===== src/rtl/idex_hazard_ctrl_pkg.sv =====
// Shared types and constants for the ID/EX hazard controller.
package idex_hazard_ctrl_pkg;

    typedef enum logic {
        RUN,
        HOLD
    } hz_state_e;

    localparam int unsigned RS_HI = 25;
    localparam int unsigned RS_LO = 21;
    localparam int unsigned RT_HI = 20;
    localparam int unsigned RT_LO = 16;

    localparam logic [4:0] ZERO_REG = 5'd0;

endpackage


===== src/rtl/idex_hazard_ctrl_reg_match.sv =====
// Source-vs-destination register compare; register 0 never matches, and a
// dual-issue producer also claims dest+1 (5-bit wrap).
module idex_hazard_ctrl_reg_match
    import idex_hazard_ctrl_pkg::*;
(
    input  logic [4:0] src,
    input  logic [4:0] dest,
    input  logic       use_double,
    output logic       match
);

    logic [4:0] dest_next;
    logic       hit_second;

    assign dest_next  = dest + 5'd1;
    // dest=31 wraps the second write to r0, which is never a real dependency
    assign hit_second = use_double && (src == dest_next) && (dest_next != ZERO_REG);
    assign match      = (dest != ZERO_REG) && ((src == dest) || hit_second);

endmodule


===== src/rtl/idex_hazard_ctrl.sv =====
// Hazard control for the ID/EX buffer: stall/bubble, branch flush, and a
// saturating stall-cycle counter.
module idex_hazard_ctrl
    import idex_hazard_ctrl_pkg::*;
#(
    parameter int unsigned CNT_W = 16
) (
    input  logic             Clk,
    input  logic             Rst,
    input  logic [31:0]      IFID_Instruction,
    input  logic             UsesRt,
    input  logic             BranchID,
    input  logic             BranchTaken,
    input  logic             IDEX_MemRead,
    input  logic             IDEX_RegWrite,
    input  logic [4:0]       IDEX_WriteReg,
    input  logic             IDEX_Double,
    input  logic             EXMEM_MemRead,
    input  logic [4:0]       EXMEM_WriteReg,
    output logic             PCWrite,
    output logic             IFID_Write,
    output logic             IDEX_Bubble,
    output logic             IFID_Flush,
    output logic [CNT_W-1:0] StallCount
);

    hz_state_e  state_q;
    logic [4:0] rs, rt;
    logic       ex_rs_hit, ex_rt_hit, mem_rs_hit, mem_rt_hit;
    logic       ex_hit, mem_hit;
    logic [1:0] need;
    logic       stall;
    logic       unused_instr;

    assign rs           = IFID_Instruction[RS_HI:RS_LO];
    assign rt           = IFID_Instruction[RT_HI:RT_LO];
    assign unused_instr = ^{IFID_Instruction[31:26], IFID_Instruction[15:0]};

    idex_hazard_ctrl_reg_match u_ex_rs (
        .src        (rs),
        .dest       (IDEX_WriteReg),
        .use_double (IDEX_Double),
        .match      (ex_rs_hit)
    );

    idex_hazard_ctrl_reg_match u_ex_rt (
        .src        (rt),
        .dest       (IDEX_WriteReg),
        .use_double (IDEX_Double),
        .match      (ex_rt_hit)
    );

    idex_hazard_ctrl_reg_match u_mem_rs (
        .src        (rs),
        .dest       (EXMEM_WriteReg),
        .use_double (1'b0),
        .match      (mem_rs_hit)
    );

    idex_hazard_ctrl_reg_match u_mem_rt (
        .src        (rt),
        .dest       (EXMEM_WriteReg),
        .use_double (1'b0),
        .match      (mem_rt_hit)
    );

    assign ex_hit  = ex_rs_hit || (UsesRt && ex_rt_hit);
    assign mem_hit = mem_rs_hit || (UsesRt && mem_rt_hit);

    always_comb begin
        need = 2'd0;
        if (BranchID && IDEX_MemRead && ex_hit) begin
            need = 2'd2;
        end else if (BranchID && IDEX_RegWrite && ex_hit) begin
            need = 2'd1;
        end else if (BranchID && EXMEM_MemRead && mem_hit) begin
            need = 2'd1;
        end else if (IDEX_MemRead && ex_hit) begin
            need = 2'd1;
        end
    end

    // Reset forces the stall pattern so nothing enters the pipe while held.
    assign stall       = Rst || (state_q == HOLD) || (need != 2'd0);
    assign PCWrite     = !stall;
    assign IFID_Write  = !stall;
    assign IDEX_Bubble = stall;
    assign IFID_Flush  = !stall && BranchID && BranchTaken;

    always_ff @(posedge Clk or posedge Rst) begin
        if (Rst) begin
            state_q    <= RUN;
            StallCount <= '0;
        end else begin
            unique case (state_q)
                RUN:     state_q <= (need == 2'd2) ? HOLD : RUN;
                HOLD:    state_q <= RUN;
                default: state_q <= RUN;
            endcase
            if (stall && (StallCount != {CNT_W{1'b1}})) begin
                StallCount <= StallCount + CNT_W'(1);
            end
        end
    end

endmodule


===== config.mk =====
export PLATFORM = sky130hd
export DESIGN_NAME = idex_hazard_ctrl
export DESIGN_NICKNAME = d
export VERILOG_FILES = /design/src/rtl/idex_hazard_ctrl_pkg.sv /design/src/rtl/idex_hazard_ctrl_reg_match.sv /design/src/rtl/idex_hazard_ctrl.sv
export SDC_FILE = /design/constraint.sdc
export NUM_CORES = 1
export LEC_CHECK = 0
export BUFFER_PORTS_ARGS = -buffer_cell sky130_fd_sc_hd__buf_4
export CORE_MARGIN = 1
export CORE_UTILIZATION = 40
export CTS_CLUSTER_SIZE = 28
export DETAILED_ROUTE_END_ITERATION = 8
export MAX_ROUTING_LAYER = met4
export PLACE_DENSITY = 0.71
export SLEW_MARGIN = 10
export SYNTH_ARGS = -nofsm -noshare
export SYNTH_HDL_FRONTEND = slang
export SYNTH_SLANG_ARGS = --single-unit

===== constraint.sdc =====
create_clock -name Clk -period 4.59 [get_ports Clk]
set_input_delay 0.459 -clock Clk [delete_from_list [all_inputs] [get_ports Clk]]
set_output_delay 0.459 -clock Clk [all_outputs]
set_load 0.1 [all_outputs]

==> flow_results.xml, run 1 <==
<?xml version="1.0" encoding="UTF-8"?>
<metrics>
  <group name="pwr">
    <metric name="internal_power_summed_over_all_cells" unit="uW">339</metric>
    <metric name="largest_vdd_supply_drop" unit="mV">0.285</metric>
    <metric name="powerDensity" unit="nW/um^2">405</metric>
    <metric name="switchingPower" unit="uW">414</metric>
    <metric name="power_leakage" unit="uW">0.000870</metric>
    <metric name="clock_power_share" unit="%">11.0</metric>
    <metric name="power_frac_comb" unit="%">59.9</metric>
    <metric name="power_frac_seq" unit="%">29.1</metric>
    <metric name="fraction_of_power_spent_switching_nets" unit="%">55.0</metric>
  </group>
  <group name="timing">
    <metric name="timing.clock.skew" unit="ns">0.00974</metric>
    <metric name="max_slew.worst_pin.slew" unit="ns">0.659</metric>
    <metric name="drv_slew" unit="">0</metric>
    <metric name="setup_viol" unit="">0</metric>
    <metric name="fin_setup_tns" unit="ns">0</metric>
    <metric name="fmaxAchievable" unit="GHz">0.316</metric>
    <metric name="timing.hold.ws" unit="ns">0.259</metric>
    <metric name="final.period_utilization" unit="%">68.9</metric>
    <metric name="timing.max_slew.rel_slack" unit="%">56.0</metric>
    <metric name="hold_violations" unit="">0</metric>
    <metric name="rsz_0062_raised_after_global_routing" unit="">false</metric>
    <metric name="post-route-min-period" unit="ns">3.16</metric>
  </group>
  <group name="floorplan">
    <metric name="top_level_ports" unit="">71</metric>
    <metric name="fp.coreArea" unit="sq um">3420</metric>
    <metric name="die_height" unit="um">62.3</metric>
    <metric name="floorplan.die.width" unit="um">62.3</metric>
    <metric name="rows" unit="">21</metric>
    <metric name="dieArea" unit="sq um">3890</metric>
    <metric name="initial_utilization" unit="%">42.6</metric>
  </group>
  <group name="finish">
    <metric name="stdcell_area" unit="sq um">1860</metric>
    <metric name="post_route_cells_drive_above_1_share" unit="%">38.1</metric>
    <metric name="synth_to_layout_area_growth" unit="%">27.8</metric>
    <metric name="final_net_count" unit="">245</metric>
    <metric name="postLayoutCoreUtil" unit="%">54.5</metric>
    <metric name="number_of_diodes_added_for_antenna_fixing" unit="">0</metric>
  </group>
  <group name="clocking">
    <metric name="post-cts-setup-buffers" unit="">0</metric>
    <metric name="h_tree_level_count" unit="">1</metric>
    <metric name="tritoncts" unit="">yes</metric>
    <metric name="post_cts_resized" unit="">0</metric>
    <metric name="postCtsHoldBufs" unit="">0</metric>
    <metric name="clkSlewWorstSetupHoldPaths" unit="ns">0.11</metric>
    <metric name="clock_latency" unit="ns">0.30</metric>
    <metric name="cts_inserted_buffers" unit="">3</metric>
    <metric name="cts_buffer_depth" unit="">2</metric>
    <metric name="cts.sink_count" unit="">17</metric>
    <metric name="cts_root_buffer" unit="">clkbuf_4</metric>
  </group>
  <group name="critical_path">
    <metric name="setup.worst_path.start_class" unit="">primary input</metric>
    <metric name="critical_path_required" unit="ns">4.13</metric>
    <metric name="sort_of_element_at_the_end_of_the_critical_path" unit="">primary output</metric>
    <metric name="crit_arrival" unit="ns">2.70</metric>
    <metric name="worstPathMaxFanout" unit="">11</metric>
    <metric name="worstSetupPathType" unit="">in2out</metric>
  </group>
  <group name="placement">
    <metric name="dp_wirelength" unit="mm">2.70</metric>
    <metric name="globalplace.congestion" unit="">0.804</metric>
    <metric name="dpl_cell_area" unit="sq um">1830</metric>
    <metric name="io_buffer_count" unit="">48</metric>
  </group>
  <group name="hold_path">
    <metric name="min_path_type" unit="">in2async</metric>
  </group>
  <group name="global_route">
    <metric name="globalRouteOverflowTotal" unit="">0</metric>
    <metric name="grt_max_degree" unit="">18</metric>
    <metric name="via_count_of_the_first_global_routing_pass" unit="">1168</metric>
    <metric name="global_route.usage.total" unit="%">18.5</metric>
    <metric name="antenna_found_initial" unit="">0</metric>
    <metric name="grt_first_pass_wirelength" unit="mm">5.55</metric>
  </group>
  <group name="yosys">
    <metric name="net_count_of_the_mapped_netlist" unit="">196</metric>
    <metric name="cells_after_synthesis" unit="">141</metric>
    <metric name="yosysUniqueCellTypes" unit="">36</metric>
    <metric name="synthesis.yosys.warnings" unit="">0</metric>
    <metric name="synth-seq-area-share" unit="%">29.2</metric>
    <metric name="summed_instance_area_of_the_synthesized_netlist" unit="sq um">1460</metric>
    <metric name="syn_avg_cell_area" unit="sq um">10.3</metric>
    <metric name="synth_seq_cells" unit="">17</metric>
  </group>
  <group name="detailed_routing">
    <metric name="detail_route.drc_violations" unit="">0</metric>
    <metric name="antenna_violating_nets_post_route" unit="">0</metric>
    <metric name="drtIter0Drc" unit="">53</metric>
    <metric name="routed_wire_length_per_instance" unit="um">14.0</metric>
    <metric name="drt_pass1_iterations" unit="">5</metric>
    <metric name="drt-vias-per-instance" unit="">5.09</metric>
    <metric name="vias" unit="">1196</metric>
    <metric name="finalWirelength" unit="mm">3.30</metric>
  </group>
  <group name="flow_run">
    <metric name="max_cap_violations" unit="">0</metric>
  </group>
  <group name="status">
    <metric name="outcome" unit="">complete, no violations</metric>
  </group>
</metrics>
-- per-layer routing --
metal  share of wire [%]  global-route usage [%]
met2                  50                    31.2
met3                 4.0                    4.78
met4                0.18                    1.74
met5                   0                       -
met1                  45                    23.1
-- critical path, stage by stage --
cell	delay [ns]
buf_4	0.12
inv_1	0.06
ha_1	0.33
xor2_1	0.17
nor3b_1	0.21
nor4b_2	0.27
o211ai_2	0.15
o211ai_4	0.32
buf_4	0.28
buf_4	0.32
-- path summary, 6_finish.rpt --
| path | start | cells after the start | endpoint | slack (ns) |
|---|---|---|---|---|
| worst max-delay path | IDEX_WriteReg[0] | 10 | IDEX_Bubble | 1.43 |
| worst min-delay path | Rst | 2 | StallCount[9]$_DFFE_PP0P_ | 0.26 |
| worst max register to register | StallCount[5]$_DFFE_PP0P_ | 7 | StallCount[7]$_DFFE_PP0P_ | 2.35 |
| worst min register to register | state_q$_DFF_PP0_ | 1 | state_q$_DFF_PP0_ | 0.45 |
| max in group asynchronous | Rst | 2 | StallCount[10]$_DFFE_PP0P_ | 3.90 |
| min in group Clk | IDEX_MemRead | 3 | state_q$_DFF_PP0_ | 0.41 |
-- flip-flops by register name, indices dropped and copies added, names as in the netlist --
register / flops
StallCount: 16
state_q: 1
-- Yosys cell counts (all sizes together) --
library cell	count	area share, %
xnor2	38	24
dfrtp	17	29
and3	11	4.7
nand2	11	3.4
nand3	9	4.8
nand4	9	5.9
inv	8	2.1
buf	5	3.3
ha	4	3.4
xor2	4	2.4
nor2	3	0.77
nor4b	3	2.7
and4	2	1.2
o211ai	2	2.3
o22ai	2	0.86
xnor3	2	3.1
a211oi	1	0.52
a21oi	1	0.34
mux2	1	1.0
nor2b	1	0.43
nor3	1	0.34
nor3b	1	0.52
nor4	1	0.43
o2111ai	1	0.60
o21ai	1	0.34
or3	1	0.43
or4	1	0.52
-- power by group through the flow --
stage	sequential [uW]	clock (uW)	combinational, uW
6_report	219	82.8	452
5_1_grt	227	91.4	470
4_1_cts	219	85.7	453
3_5_place_dp	222	0	452
3_3_place_gp	220	0	447
2_1_floorplan	429	0	140
-- cell families after synthesis --
| kind of cell | synth area share, % |
|---|---|
| AND/OR/NAND/NOR | 26.1 |
| XOR/XNOR | 29.9 |
| flip-flops | 29.2 |
| buffers and inverters | 5.33 |
| AO/OA/AOI/OAI | 4.98 |
| adder cells (fa/ha/maj) | 3.44 |
| multiplexers | 1.03 |
-- final cells by class --
class | instances | area [sq um]
clock buffers | 3 | 22.5
repair buffers | 49 | 368
clock inverters | 1 | 5.00
flip-flops and latches | 17 | 425
multi-input cells | 111 | 953
well taps | 46 | 57.6
fillers | 329 | 1550
inverters | 8 | 30.0
-- stage by stage --
step	cells	power [uW]	setup WS [ns]
final	235	753	1.43
after global routing	235	788	1.31
after CTS	235	759	1.42
after detailed placement	231	674	1.43
after global placement	231	667	1.47
after floorplan	141	569	1.00
-- placed cells by master, fill, tap and decap left out, types with 4 or more instances in the layout --
master,n
buf_4,49
xnor2_1,35
dfrtp_1,17
and3_1,11
nand2_1,8
inv_1,7
nand4_1,7
nand3_2,5
nand3_1,4
xor2_1,4
ha_1,4
Note: power is estimated with default switching activity, not from simulation.
==> run 2: changes to the inputs <==
==> constraint.sdc (replaced) <==
create_clock -name Clk -period 3 [get_ports Clk]
set_input_delay 0.3 -clock Clk [delete_from_list [all_inputs] [get_ports Clk]]
set_output_delay 0.3 -clock Clk [all_outputs]
set_load 0.1 [all_outputs]
==> run 2 against run 1 <==
Effect of this change: sequential share of layout area decreased by 0.20 points; worst hold slack worse by 0.16 ns; register-to-register slack lost 1.7 ns; clock power is 50% higher; sequential power up 54%; via count barely moved; die area is the same; largest power group unchanged.
==> flow_results.xml, run 2 (same netlist as run 1, synthesis figures left out) <==
<?xml version="1.0" encoding="UTF-8"?>
<metrics>
  <group name="status">
    <metric name="outcome" unit="">complete, no violations</metric>
  </group>
  <group name="detailed_routing">
    <metric name="routed_wire_length_per_instance" unit="um">14.1</metric>
    <metric name="drt_pass1_iterations" unit="">4</metric>
    <metric name="detail_route.drc_violations" unit="">0</metric>
    <metric name="vias" unit="">1197</metric>
    <metric name="antenna_violating_nets_post_route" unit="">0</metric>
    <metric name="finalWirelength" unit="mm">3.32</metric>
    <metric name="drt-vias-per-instance" unit="">5.07</metric>
    <metric name="drtIter0Drc" unit="">48</metric>
  </group>
  <group name="finish">
    <metric name="largest_register_ffs" unit="">16</metric>
    <metric name="filler_cell_count" unit="">314</metric>
    <metric name="sequential_cell_area" unit="sq um">425</metric>
    <metric name="mostFrequentLayoutCell" unit="">buf_4</metric>
    <metric name="number_of_diodes_added_for_antenna_fixing" unit="">0</metric>
    <metric name="final_net_count" unit="">246</metric>
    <metric name="stdcell_area" unit="sq um">1880</metric>
    <metric name="layout_common_cells" unit="">buf_4, xnor2_1, dfrtp_1, and3_1, nand2_1</metric>
    <metric name="synth_to_layout_area_growth" unit="%">29.0</metric>
    <metric name="layout_top_registers" unit="">StallCount x16, state_q x1</metric>
    <metric name="multi_input_area" unit="sq um">958</metric>
    <metric name="top_register" unit="">StallCount</metric>
    <metric name="post_route_cells_drive_above_1_share" unit="%">39.5</metric>
  </group>
  <group name="placement">
    <metric name="dpl_cell_area" unit="sq um">1850</metric>
    <metric name="io_buffer_count" unit="">48</metric>
    <metric name="dp_wirelength" unit="mm">2.78</metric>
    <metric name="globalplace.congestion" unit="">0.872</metric>
  </group>
  <group name="critical_path">
    <metric name="timing.critical_path.mode_cell" unit="">buf_4</metric>
    <metric name="r2r_end" unit="">StallCount[13]$_DFFE_PP0P_</metric>
    <metric name="timing.critical_path.max_delay_family" unit="">simple AND/OR/NAND/NOR gates</metric>
    <metric name="worstReg2RegStart" unit="">StallCount[5]$_DFFE_PP0P_</metric>
    <metric name="critical_path_required" unit="ns">2.70</metric>
    <metric name="setup.reg_to_reg.worst_slack" unit="ns">0.68</metric>
    <metric name="sort_of_element_at_the_end_of_the_critical_path" unit="">primary output</metric>
    <metric name="setup.worst_path.start_class" unit="">primary input</metric>
    <metric name="crit_arrival" unit="ns">2.42</metric>
    <metric name="cpPeakStageDelay" unit="ns">0.33</metric>
    <metric name="reg2regPathDepth" unit="">7</metric>
    <metric name="worstPathMaxFanout" unit="">6</metric>
    <metric name="worstSetupPathType" unit="">in2out</metric>
    <metric name="path_cells" unit="">buf_4 -&gt; inv_1 -&gt; ha_1 -&gt; xor2_1 -&gt; nor3b_1 -&gt; nor4b_2 -&gt; o211ai_2 -&gt; o211ai_4 -&gt; clkinvlp_4 -&gt; and3_4 -&gt; buf_4</metric>
    <metric name="cpMaxStageDelayCell" unit="">ha_1</metric>
    <metric name="crit_path_buffers_inverters" unit="">4</metric>
  </group>
  <group name="pwr">
    <metric name="largest_vdd_supply_drop" unit="mV">0.495</metric>
    <metric name="powerDensity" unit="nW/um^2">616</metric>
    <metric name="total_power" unit="uW">1160</metric>
    <metric name="power_leakage" unit="uW">0.000868</metric>
  </group>
  <group name="timing">
    <metric name="setup_viol" unit="">0</metric>
    <metric name="post-route-min-period" unit="ns">2.72</metric>
    <metric name="rsz_0062_raised_after_global_routing" unit="">false</metric>
    <metric name="fin_setup_tns" unit="ns">0</metric>
    <metric name="fmaxAchievable" unit="GHz">0.368</metric>
    <metric name="max_slew.worst_pin.slew" unit="ns">0.637</metric>
    <metric name="timing.max_slew.rel_slack" unit="%">57.5</metric>
    <metric name="drv_slew" unit="">0</metric>
    <metric name="hold_violations" unit="">0</metric>
    <metric name="timing.clock.skew" unit="ns">0.00251</metric>
    <metric name="final.period_utilization" unit="%">90.6</metric>
  </group>
  <group name="floorplan">
    <metric name="fp.coreArea" unit="sq um">3420</metric>
    <metric name="top_level_ports" unit="">71</metric>
    <metric name="die_height" unit="um">62.3</metric>
    <metric name="initial_utilization" unit="%">42.6</metric>
    <metric name="floorplan.die.width" unit="um">62.3</metric>
    <metric name="dieArea" unit="sq um">3890</metric>
    <metric name="rows" unit="">21</metric>
  </group>
  <group name="clocking">
    <metric name="cts.sink_count" unit="">17</metric>
    <metric name="clock_latency" unit="ns">0.29</metric>
    <metric name="post-cts-setup-buffers" unit="">0</metric>
    <metric name="cts_buffer_depth" unit="">2</metric>
    <metric name="tritoncts" unit="">yes</metric>
    <metric name="cts_inserted_buffers" unit="">3</metric>
    <metric name="postCtsHoldBufs" unit="">0</metric>
    <metric name="cts_root_buffer" unit="">clkbuf_4</metric>
    <metric name="post_cts_resized" unit="">0</metric>
    <metric name="h_tree_level_count" unit="">1</metric>
    <metric name="clkSlewWorstSetupHoldPaths" unit="ns">0.10</metric>
  </group>
  <group name="global_route">
    <metric name="grt_max_degree" unit="">18</metric>
    <metric name="globalRouteOverflowTotal" unit="">0</metric>
    <metric name="global_route.usage.total" unit="%">19.6</metric>
    <metric name="via_count_of_the_first_global_routing_pass" unit="">1280</metric>
    <metric name="grt_first_pass_wirelength" unit="mm">5.91</metric>
    <metric name="antenna_found_initial" unit="">0</metric>
  </group>
  <group name="hold_path">
    <metric name="min_path_type" unit="">in2async</metric>
  </group>
  <group name="flow_run">
    <metric name="max_cap_violations" unit="">0</metric>
  </group>
</metrics>
run 2: where the power goes:
group	internal, uW	switching, uW
Combinational	196	499
Clock	49.6	74.0
Sequential	276	61.2
Total	522	634
run 2: how the worst max path moves through the flow:
stage          depth (start not counted)         end        startpoint  slack [ns]
6_report                              11  IFID_Flush  IDEX_WriteReg[0]        0.28
5_1_grt                               11  IFID_Flush  IDEX_WriteReg[0]        0.12
4_1_cts                               10  IFID_Flush  IDEX_WriteReg[1]        0.26
3_5_place_dp                          10  IFID_Flush  IDEX_WriteReg[1]        0.26
3_3_place_gp                          11  IFID_Flush  IDEX_WriteReg[0]        0.31
2_1_floorplan                          8  IFID_Flush  IDEX_WriteReg[0]        0.04
run 2: final cells by class:
class	instances	share of cell area (%)
multi-input cells	111	51.0
well taps	46	3.06
clock inverters	1	0.266
flip-flops and latches	17	22.7
repair buffers	50	20.0
inverters	8	1.80
clock buffers	3	1.20
run 2: per-stage QoR:
stage | setup WS [ns] | hold WS, ns | utilization [%] | std cells
after floorplan | 0.0378 | 0.226 | - | 141
after global placement | 0.309 | 0.423 | 54.2 | 232
after detailed placement | 0.262 | 0.438 | 54.2 | 232
after CTS | 0.260 | 0.117 | 55.0 | 236
after global routing | 0.119 | 0.151 | 55.0 | 236
final | 0.283 | 0.0976 | 55.0 | 236
run 2: per-layer routing:
metal  global-route usage [%]  vias up  share of wire, %
li1                         -      586                 -
met1                     22.7      580                43
met2                     36.4       29                54
met3                     2.21        2               2.7
met4                     3.49        0              0.57
met5                        -        -                 0
==> run 3: changes to the inputs <==
--- a/config.mk
+++ b/config.mk
@@ -11,7 +11,7 @@
 export CTS_CLUSTER_SIZE = 28
 export DETAILED_ROUTE_END_ITERATION = 8
 export MAX_ROUTING_LAYER = met4
-export PLACE_DENSITY = 0.71
+export PLACE_DENSITY = 0.7
 export SLEW_MARGIN = 10
 export SYNTH_ARGS = -nofsm -noshare
 export SYNTH_HDL_FRONTEND = slang
==> run 3 against run 2 <==
Effect of this change: sequential power down 1%; clock power about the same; design area unchanged; largest power group unchanged; highest routed layer unchanged.
==> flow_results.xml, run 3 (same netlist as run 1, synthesis figures left out) <==
<?xml version="1.0" encoding="UTF-8"?>
<metrics>
  <group name="timing">
    <metric name="timing.clock.skew" unit="ns">0.00694</metric>
    <metric name="final.period_utilization" unit="%">89.2</metric>
    <metric name="max_slew.worst_pin.slew" unit="ns">0.657</metric>
    <metric name="post-route-min-period" unit="ns">2.68</metric>
    <metric name="rsz_0062_raised_after_global_routing" unit="">false</metric>
    <metric name="fmaxAchievable" unit="GHz">0.374</metric>
    <metric name="fin_setup_tns" unit="ns">0</metric>
    <metric name="drv_slew" unit="">0</metric>
    <metric name="setup_viol" unit="">0</metric>
    <metric name="timing.max_slew.rel_slack" unit="%">56.1</metric>
    <metric name="hold_violations" unit="">0</metric>
  </group>
  <group name="critical_path">
    <metric name="setup.worst_path.start_class" unit="">primary input</metric>
    <metric name="sort_of_element_at_the_end_of_the_critical_path" unit="">primary output</metric>
    <metric name="critical_path_required" unit="ns">2.70</metric>
    <metric name="reg2regPathDepth" unit="">7</metric>
    <metric name="cpPeakStageDelay" unit="ns">0.34</metric>
    <metric name="worstSetupPathType" unit="">in2out</metric>
    <metric name="crit_arrival" unit="ns">2.38</metric>
    <metric name="cpMaxStageDelayCell" unit="">ha_1</metric>
    <metric name="worstPathMaxFanout" unit="">11</metric>
    <metric name="crit_path_buffers_inverters" unit="">4</metric>
    <metric name="crit_cells" unit="">10</metric>
    <metric name="timing.critical_path.max_delay_family" unit="">buffers and inverters</metric>
    <metric name="path_cells" unit="">buf_4 -&gt; inv_1 -&gt; ha_1 -&gt; xor2_1 -&gt; nor3b_1 -&gt; nor4b_2 -&gt; o211ai_2 -&gt; o211ai_4 -&gt; buf_4 -&gt; buf_4</metric>
    <metric name="r2r_end" unit="">StallCount[13]$_DFFE_PP0P_</metric>
    <metric name="worstReg2RegStart" unit="">StallCount[5]$_DFFE_PP0P_</metric>
    <metric name="timing.critical_path.mode_cell" unit="">buf_4</metric>
    <metric name="setup.reg_to_reg.worst_slack" unit="ns">0.66</metric>
  </group>
  <group name="flow_run">
    <metric name="max_cap_violations" unit="">0</metric>
  </group>
  <group name="global_route">
    <metric name="globalRouteOverflowTotal" unit="">0</metric>
    <metric name="global_route.usage.total" unit="%">18.8</metric>
    <metric name="antenna_found_initial" unit="">0</metric>
    <metric name="via_count_of_the_first_global_routing_pass" unit="">1245</metric>
    <metric name="grt_max_degree" unit="">18</metric>
    <metric name="grt_first_pass_wirelength" unit="mm">5.65</metric>
  </group>
  <group name="finish">
    <metric name="filler_cell_count" unit="">320</metric>
    <metric name="final_net_count" unit="">246</metric>
    <metric name="multi_input_area" unit="sq um">958</metric>
    <metric name="postLayoutCoreUtil" unit="%">55.0</metric>
    <metric name="sequential_cell_area" unit="sq um">425</metric>
    <metric name="post_route_cells_drive_above_1_share" unit="%">39.5</metric>
    <metric name="layout_top_registers" unit="">StallCount x16, state_q x1</metric>
    <metric name="number_of_diodes_added_for_antenna_fixing" unit="">0</metric>
    <metric name="top_register" unit="">StallCount</metric>
    <metric name="layout_common_cells" unit="">buf_4, xnor2_1, dfrtp_1, and3_1, nand2_1</metric>
    <metric name="largest_register_ffs" unit="">16</metric>
    <metric name="synth_to_layout_area_growth" unit="%">29.0</metric>
    <metric name="mostFrequentLayoutCell" unit="">buf_4</metric>
  </group>
  <group name="placement">
    <metric name="dp_wirelength" unit="mm">2.73</metric>
    <metric name="globalplace.congestion" unit="">0.853</metric>
    <metric name="io_buffer_count" unit="">48</metric>
  </group>
  <group name="detailed_routing">
    <metric name="drtIter0Drc" unit="">34</metric>
    <metric name="vias" unit="">1176</metric>
    <metric name="detail_route.drc_violations" unit="">0</metric>
    <metric name="routed_wire_length_per_instance" unit="um">13.7</metric>
    <metric name="finalWirelength" unit="mm">3.23</metric>
    <metric name="drt-vias-per-instance" unit="">4.98</metric>
    <metric name="antenna_violating_nets_post_route" unit="">0</metric>
    <metric name="drt_pass1_iterations" unit="">4</metric>
  </group>
  <group name="clocking">
    <metric name="cts_root_buffer" unit="">clkbuf_4</metric>
    <metric name="post_cts_resized" unit="">0</metric>
    <metric name="clkSlewWorstSetupHoldPaths" unit="ns">0.10</metric>
    <metric name="h_tree_level_count" unit="">1</metric>
    <metric name="tritoncts" unit="">yes</metric>
    <metric name="cts_inserted_buffers" unit="">3</metric>
    <metric name="post-cts-setup-buffers" unit="">0</metric>
    <metric name="cts_buffer_depth" unit="">2</metric>
    <metric name="cts.sink_count" unit="">17</metric>
    <metric name="postCtsHoldBufs" unit="">0</metric>
    <metric name="clock_latency" unit="ns">0.29</metric>
  </group>
  <group name="pwr">
    <metric name="powerDensity" unit="nW/um^2">614</metric>
    <metric name="largest_vdd_supply_drop" unit="mV">0.510</metric>
    <metric name="power_leakage" unit="uW">0.000868</metric>
  </group>
  <group name="status">
    <metric name="outcome" unit="">complete, no violations</metric>
  </group>
  <group name="floorplan">
    <metric name="die_height" unit="um">62.3</metric>
    <metric name="dieArea" unit="sq um">3890</metric>
    <metric name="rows" unit="">21</metric>
    <metric name="initial_utilization" unit="%">42.6</metric>
    <metric name="top_level_ports" unit="">71</metric>
    <metric name="fp.coreArea" unit="sq um">3420</metric>
    <metric name="floorplan.die.width" unit="um">62.3</metric>
  </group>
  <group name="hold_path">
    <metric name="min_path_type" unit="">in2async</metric>
  </group>
</metrics>
==> run 3: worst max-delay path by stage <==
| stage | startpoint | end | slack [ns] |
|---|---|---|---|
| global placement | IDEX_WriteReg[0] | IDEX_Bubble | 0.30 |
| detailed placement | IDEX_WriteReg[0] | IDEX_Bubble | 0.30 |
| floorplan | IDEX_WriteReg[0] | IFID_Flush | 0.04 |
| CTS | IDEX_WriteReg[0] | IDEX_Bubble | 0.30 |
| finish | IDEX_WriteReg[0] | IDEX_Bubble | 0.32 |
| global route | IDEX_WriteReg[0] | IDEX_Bubble | 0.18 |
==> run 3: stage by stage <==
stage	area (sq um)	std cells	total power (uW)	hold slack, ns	worst slack (ns)
final	1880	236	1150	0.109	0.323
after global routing	1880	236	1220	0.156	0.180
after CTS	1880	236	1160	0.128	0.296
after detailed placement	1850	232	1040	0.454	0.303
after global placement	1850	232	1020	0.423	0.303
after floorplan	1470	141	873	0.226	0.0378
==> run 3: final cells by class <==
| class | instances | share of cell area [%] |
|---|---|---|
| Clock buffer | 3 | 1.20 |
| Inverter | 8 | 1.80 |
| Tap cell | 46 | 3.06 |
| Timing Repair Buffer | 50 | 20.0 |
| Clock inverter | 1 | 0.266 |
| Multi-Input combinational cell | 111 | 51.0 |
| Sequential cell | 17 | 22.7 |
==> run 3: power by group <==
| part | internal [uW] | switching (uW) | leakage, uW |
|---|---|---|---|
| Sequential | 276 | 57.3 | 0.000225 |
| Clock | 49.5 | 71.3 | 0.0000177 |
| Combinational | 197 | 502 | 0.000624 |
==> run 3: worst reg2reg max path: cells and delay by family, from the launching register on <==
kind          cells  cell delay, ns
flops             1            0.45
xor+xnor          1            0.14
simple gates      6            1.69
==> run 3: routing by layer <==
layer / global-route usage (%) / vias to the layer above / share of wire [%]
li1: - / 586 / -
met1: 22.2 / 556 / 44
met2: 33.8 / 30 / 52
met3: 2.21 / 4 / 2.4
met4: 4.36 / 0 / 0.90
met5: - / - / 0
